## src/rtl/mux_n_reg.sv

```systemverilog
// mux_n_reg: registered N-way multiplexer with valid/ready handshaking on
// every input channel and on the output.
//
// Optional feature macro: MUX_N_REG_RR_EN
//   defined   -> round-robin arbitration plus a `ptr` register; mode=1 selects it
//   undefined -> `mode` is ignored and the block always uses explicit select
//
// Parameters:
//   WIDTH  data word width in bits
//   N      number of input channels
//   SELW   width of a channel index
// Ports:
//   clk        rising-edge clock
//   rst_n      asynchronous active-low reset
//   in_data    packed channel words, channel i at [i*WIDTH +: WIDTH]
//   in_valid   per-channel valid
//   in_ready   per-channel ready, at most one bit high
//   sel        explicit channel index (used when mode=0)
//   mode       0 = explicit select, 1 = round-robin
//   out_data   registered selected word
//   out_chan   channel that produced out_data
//   out_valid  out_data/out_chan valid
//   out_ready  downstream accepts
module mux_n_reg #(
  parameter int unsigned WIDTH = 8,
  parameter int unsigned N     = 4,
  parameter int unsigned SELW  = $clog2(N)
) (
  input  logic               clk,
  input  logic               rst_n,
  input  logic [N*WIDTH-1:0] in_data,
  input  logic [N-1:0]       in_valid,
  output logic [N-1:0]       in_ready,
  input  logic [SELW-1:0]    sel,
  input  logic               mode,
  output logic [WIDTH-1:0]   out_data,
  output logic [SELW-1:0]    out_chan,
  output logic               out_valid,
  input  logic               out_ready
);

  logic            load;
  logic            sel_ok;
  logic            ex_vld;
  logic            gnt_vld;
  logic [SELW-1:0] gnt;

  // The output register may take a new word whenever it is empty or being
  // consumed this cycle, which gives back-to-back transfers without a bubble.
  assign load = !out_valid || out_ready;

  // Only a non power-of-two N can present an out-of-range select.
  generate
    if ((1 << SELW) > N) begin : g_sel_range
      assign sel_ok = (32'(sel) < N);
    end else begin : g_sel_full
      assign sel_ok = 1'b1;
    end
  endgenerate

  assign ex_vld = sel_ok && in_valid[sel];

`ifdef MUX_N_REG_RR_EN
  logic [SELW-1:0] ptr;
  logic            rr_vld;
  logic [SELW-1:0] rr_gnt;
  int unsigned     idx;

  // First valid channel searching upward from ptr+1, wrapping modulo N.
  always_comb begin
    rr_vld = 1'b0;
    rr_gnt = '0;
    idx    = 0;
    for (int unsigned k = 1; k <= N; k++) begin
      idx = (32'(ptr) + k) % N;
      if (!rr_vld && in_valid[SELW'(idx)]) begin
        rr_vld = 1'b1;
        rr_gnt = SELW'(idx);
      end
    end
  end

  assign gnt_vld = mode ? rr_vld : ex_vld;
  assign gnt     = mode ? rr_gnt : sel;

  // Only round-robin transfers move the pointer.
  always_ff @(posedge clk or negedge rst_n) begin
    if (!rst_n) begin
      ptr <= SELW'(N - 1);
    end else if (load && gnt_vld && mode) begin
      ptr <= gnt;
    end
  end
`else
  logic unused_mode;
  assign unused_mode = mode;
  assign gnt_vld     = ex_vld;
  assign gnt         = sel;
`endif

  // rst_n gating keeps every ready low while reset is asserted, even though
  // the emptied output register would otherwise allow a load.
  always_comb begin
    in_ready = '0;
    for (int unsigned i = 0; i < N; i++) begin
      in_ready[i] = rst_n && load && gnt_vld && (gnt == SELW'(i));
    end
  end

  always_ff @(posedge clk or negedge rst_n) begin
    if (!rst_n) begin
      out_valid <= 1'b0;
      out_data  <= '0;
      out_chan  <= '0;
    end else if (load) begin
      if (gnt_vld) begin
        out_valid <= 1'b1;
        out_data  <= in_data[32'(gnt)*WIDTH +: WIDTH];
        out_chan  <= gnt;
      end else begin
        out_valid <= 1'b0;
      end
    end
  end

endmodule
```

## config.mk

```make
export PLATFORM = sky130hd
export DESIGN_NAME = mux_n_reg
export DESIGN_NICKNAME = d
export VERILOG_FILES = /design/src/rtl/mux_n_reg.sv
export SDC_FILE = /design/constraint.sdc
export NUM_CORES = 1
export LEC_CHECK = 0
export ABC_AREA = 1
export CAP_MARGIN = 40
export CORE_UTILIZATION = 37
export CTS_CLUSTER_DIAMETER = 60
export CTS_CLUSTER_SIZE = 8
export DETAILED_ROUTE_END_ITERATION = 8
export GPL_ROUTABILITY_DRIVEN = 0
export PLACE_DENSITY = 0.84
export RECOVER_POWER = 25
export SLEW_MARGIN = 30
export SYNTH_ARGS = -nofsm -noshare
export SYNTH_HDL_FRONTEND = slang
export SYNTH_SLANG_ARGS = --single-unit
```

## constraint.sdc

```tcl
create_clock -name clk -period 1.7 [get_ports clk]
set_clock_uncertainty 0.1 [all_clocks]
set_input_delay 0.255 -clock clk [delete_from_list [all_inputs] [get_ports clk]]
set_output_delay 0.255 -clock clk [all_outputs]
set_load 0.02 [all_outputs]
```

==> results.py <==
metrics = {
    "route": {
        "route.detailed.drc": 0,
        "wire_per_inst_um": 11.07,
        "wl_mm": 2.557,
        "drtIter0Drc": 23,
        "vias": 1080,
        "vias_per_cell": 4.675,
        "drt-pass1-iter-count": 6,
        "detail-route-antenna-nets": 0,
    },
    "yosys": {
        "synthAdderAreaFrac_pct": 0,
        "async_flop_share_pct": 100.0,
        "synthSimpleGateAreaFrac_pct": 57.83,
        "synth_area_sq_um": 830.8,
        "yosysWarnings": 0,
        "yosysTopAreaCellShare_pct": 47.89,
        "ys_types": 11,
        "synth_top_area_cell": "nand2_1",
        "synth_nets": 188,
        "synth_seq_cells": 11,
        "synth_top_family_by_area": "simple AND/OR/NAND/NOR gates",
        "synth_edf_count": 0,
        "synth_ff_type": "dfrtp_1",
        "synthTopCellsByCount": "106 x nand2_1, 11 x dfrtp_1, 11 x nand3_1",
        "synth.most_common_cell": "nand2_1",
        "muxShareOfSynthArea_pct": 0,
        "avgSynthCellArea_sq_um": 5.690,
        "synth_seq_area_share_pct": 33.13,
        "synth_xor_area_share_pct": 0,
        "yosys-top-cells-area": "nand2_1 48%, dfrtp_1 33%, nand3_1 6.6%",
        "netlist_instances": 146,
        "synth_compound_area_share_pct": 0,
    },
    "global_route": {
        "grtUsageMet1_pct": 24.18,
        "antenna_found_initial": 0,
        "grt_pass1_wl_mm": 4.278,
        "grt.met3_usage_pct": 6.231,
        "grt_pass1_vias": 1027,
        "overflow": 0,
        "grtUsageTotal_pct": 22.84,
        "grt_max_degree": 19,
        "grt_busiest_layer": "met2",
        "use_met2_pct": 44.52,
    },
    "clocking": {
        "cts_root_buffer": "clkbuf_4",
        "clockBufferDepth": 2,
        "cts_hold_buf": 0,
        "cts_tree": "built",
        "post_cts_buffers": 0,
        "clk_latency_ps": 270,
        "cts.sinks": 11,
        "clk_pin_slew_ps": 70,
        "htreeDepth": 1,
        "cts_buffers": 3,
    },
    "placement": {
        "place_inst": 227,
        "hpwl_mm": 1.955,
        "port_buffers": 55,
        "dp_slack_ps": -635.3,
        "placed_area_sq_mm": 0.001411,
    },
    "final_layout": {
        "final_cell_count_no_fill": 231,
        "area_delta_synth_final_pct": 79.82,
        "num-nets-final": 247,
        "n_antenna_cell": 0,
        "seq_area_sq_um": 275.3,
        "drive_above_1_share_pct": 10.78,
        "fillers": 199,
        "multi_input_area_sq_um": 523.0,
        "utilization_pct": 73.16,
        "final_cell_area_sq_mm": 0.001494,
    },
    "power": {
        "vdd_ir_drop_max_v": 0.0007261,
        "p_leak_uw": 0.0008182,
        "power.density_mw_per_mm2": 674.1,
    },
    "timing": {
        "hold_viol_final": 0,
        "worst_pin_slew_ps": 605.7,
        "setup_viol": 0,
        "fin_crit_sh_pct": 96.27,
        "finalWorstPathRequiredPeriod_ps": 1637,
        "fmax_mhz": 611.0,
        "setup_ws_ps": 63.34,
        "hold_ws_ps": 370.2,
        "max_slew_margin_pct": 59.62,
        "drv_slew": 0,
    },
    "setup_path": {
        "start_kind": "input pin",
        "cp.required_ps": 1340,
        "crit_type": "input pin to primary output",
        "worstSetupEndpointType": "primary output",
        "arrival_ps": 1280,
        "path_max_fanout": 4,
    },
    "floorplan": {
        "die_width_um": 49.39,
        "rows": 16,
        "io_pins": 57,
        "fp.coreArea_sq_mm": 0.002042,
        "design.die.area_sq_mm": 0.002439,
        "die_h_um": 49.39,
        "start_util_pct": 40.69,
    },
    "outcome": {
        "status": "finished clean",
    },
    "run": {
        "drv_cap": 0,
    },
    "worst_hold_path": {
        "worstHoldPathType": "flop to flop",
    },
}
final timing paths:
| check | slack [ps] | start | to | cells after the start |
|---|---|---|---|---|
| worst max-delay path | 60 | out_ready | in_ready[3] | 6 |
| worst min-delay path | 370 | out_chan[0]$_DFFE_PN0P_ | out_chan[0]$_DFFE_PN0P_ | 2 |
| worst max register to register | 480 | out_valid$_DFFE_PN0P_ | out_data[1]$_DFFE_PN0P_ | 5 |
| worst min register to register | 370 | out_chan[0]$_DFFE_PN0P_ | out_chan[0]$_DFFE_PN0P_ | 2 |
| max in group asynchronous | 600 | rst_n | out_chan[0]$_DFFE_PN0P_ | 2 |
| min in group asynchronous | 510 | rst_n | out_data[5]$_DFFE_PN0P_ | 2 |
routing by layer:
layer	share of wire, %	up-vias
met5	0	-
met4	0	0
met3	5.1	0
met2	55	40
met1	39	483
li1	-	557
critical path, stage by stage:
cell and delay (ps):
clkdlybuf4s50_1 460, inv_1 40, nand2_1 120, nand3_4 160, nor2_4 140, buf_6 120
repair_timing:
action	in CTS	in global routing
resized for setup	23	18
endpoints found under the setup margin	4	4
pin swaps	1	6
endpoints found under the hold margin	0	0
cells in the final DEF, fill, tap and decap left out:
cell,n
clkdlybuf4s50_1,44
clkbuf_4,3
buf_6,4
inv_2,1
dlymetal6s2s_1,5
nand3_1,10
nor2_4,4
nand2_2,2
clkbuf_1,2
nand3_4,1
inv_1,2
buf_4,7
clkdlybuf4s15_1,1
dfrtp_1,11
nand2_1,106
dlygate4sd3_1,1
final cells by class:
cell class / instances / area share, %
repair buffers: 63 / 41.79
multi-input cells: 123 / 35.01
flip-flops and latches: 11 / 18.43
well taps: 27 / 2.261
clock buffers: 4 / 1.759
inverters: 3 / 0.7538
sequential cells by signal, summed over array words and instances (netlist names):
signal	flops
out_chan	2
out_valid	1
out_data	8
kinds of logic after synthesis:
family / Yosys count
and+or+nand+nor: 123
buffers and inverters: 12
DFF: 11
power breakdown:
part / leakage [uW] / internal, uW / switching [uW]
clock network: 0.0000150 / 90.8 / 86.9
logic: 0.000666 / 242 / 239
registers: 0.000138 / 317 / 31.1
stage by stage:
step / TNS [ps] / total power [uW]
finish: 0 / 1007
global route: -8.142 / 1082
CTS: -4.051 / 1002
detailed placement: -3129 / 822.3
global placement: -2230 / 810.0
floorplan: 0 / 574.0
Power figures use the tool's default switching activity.
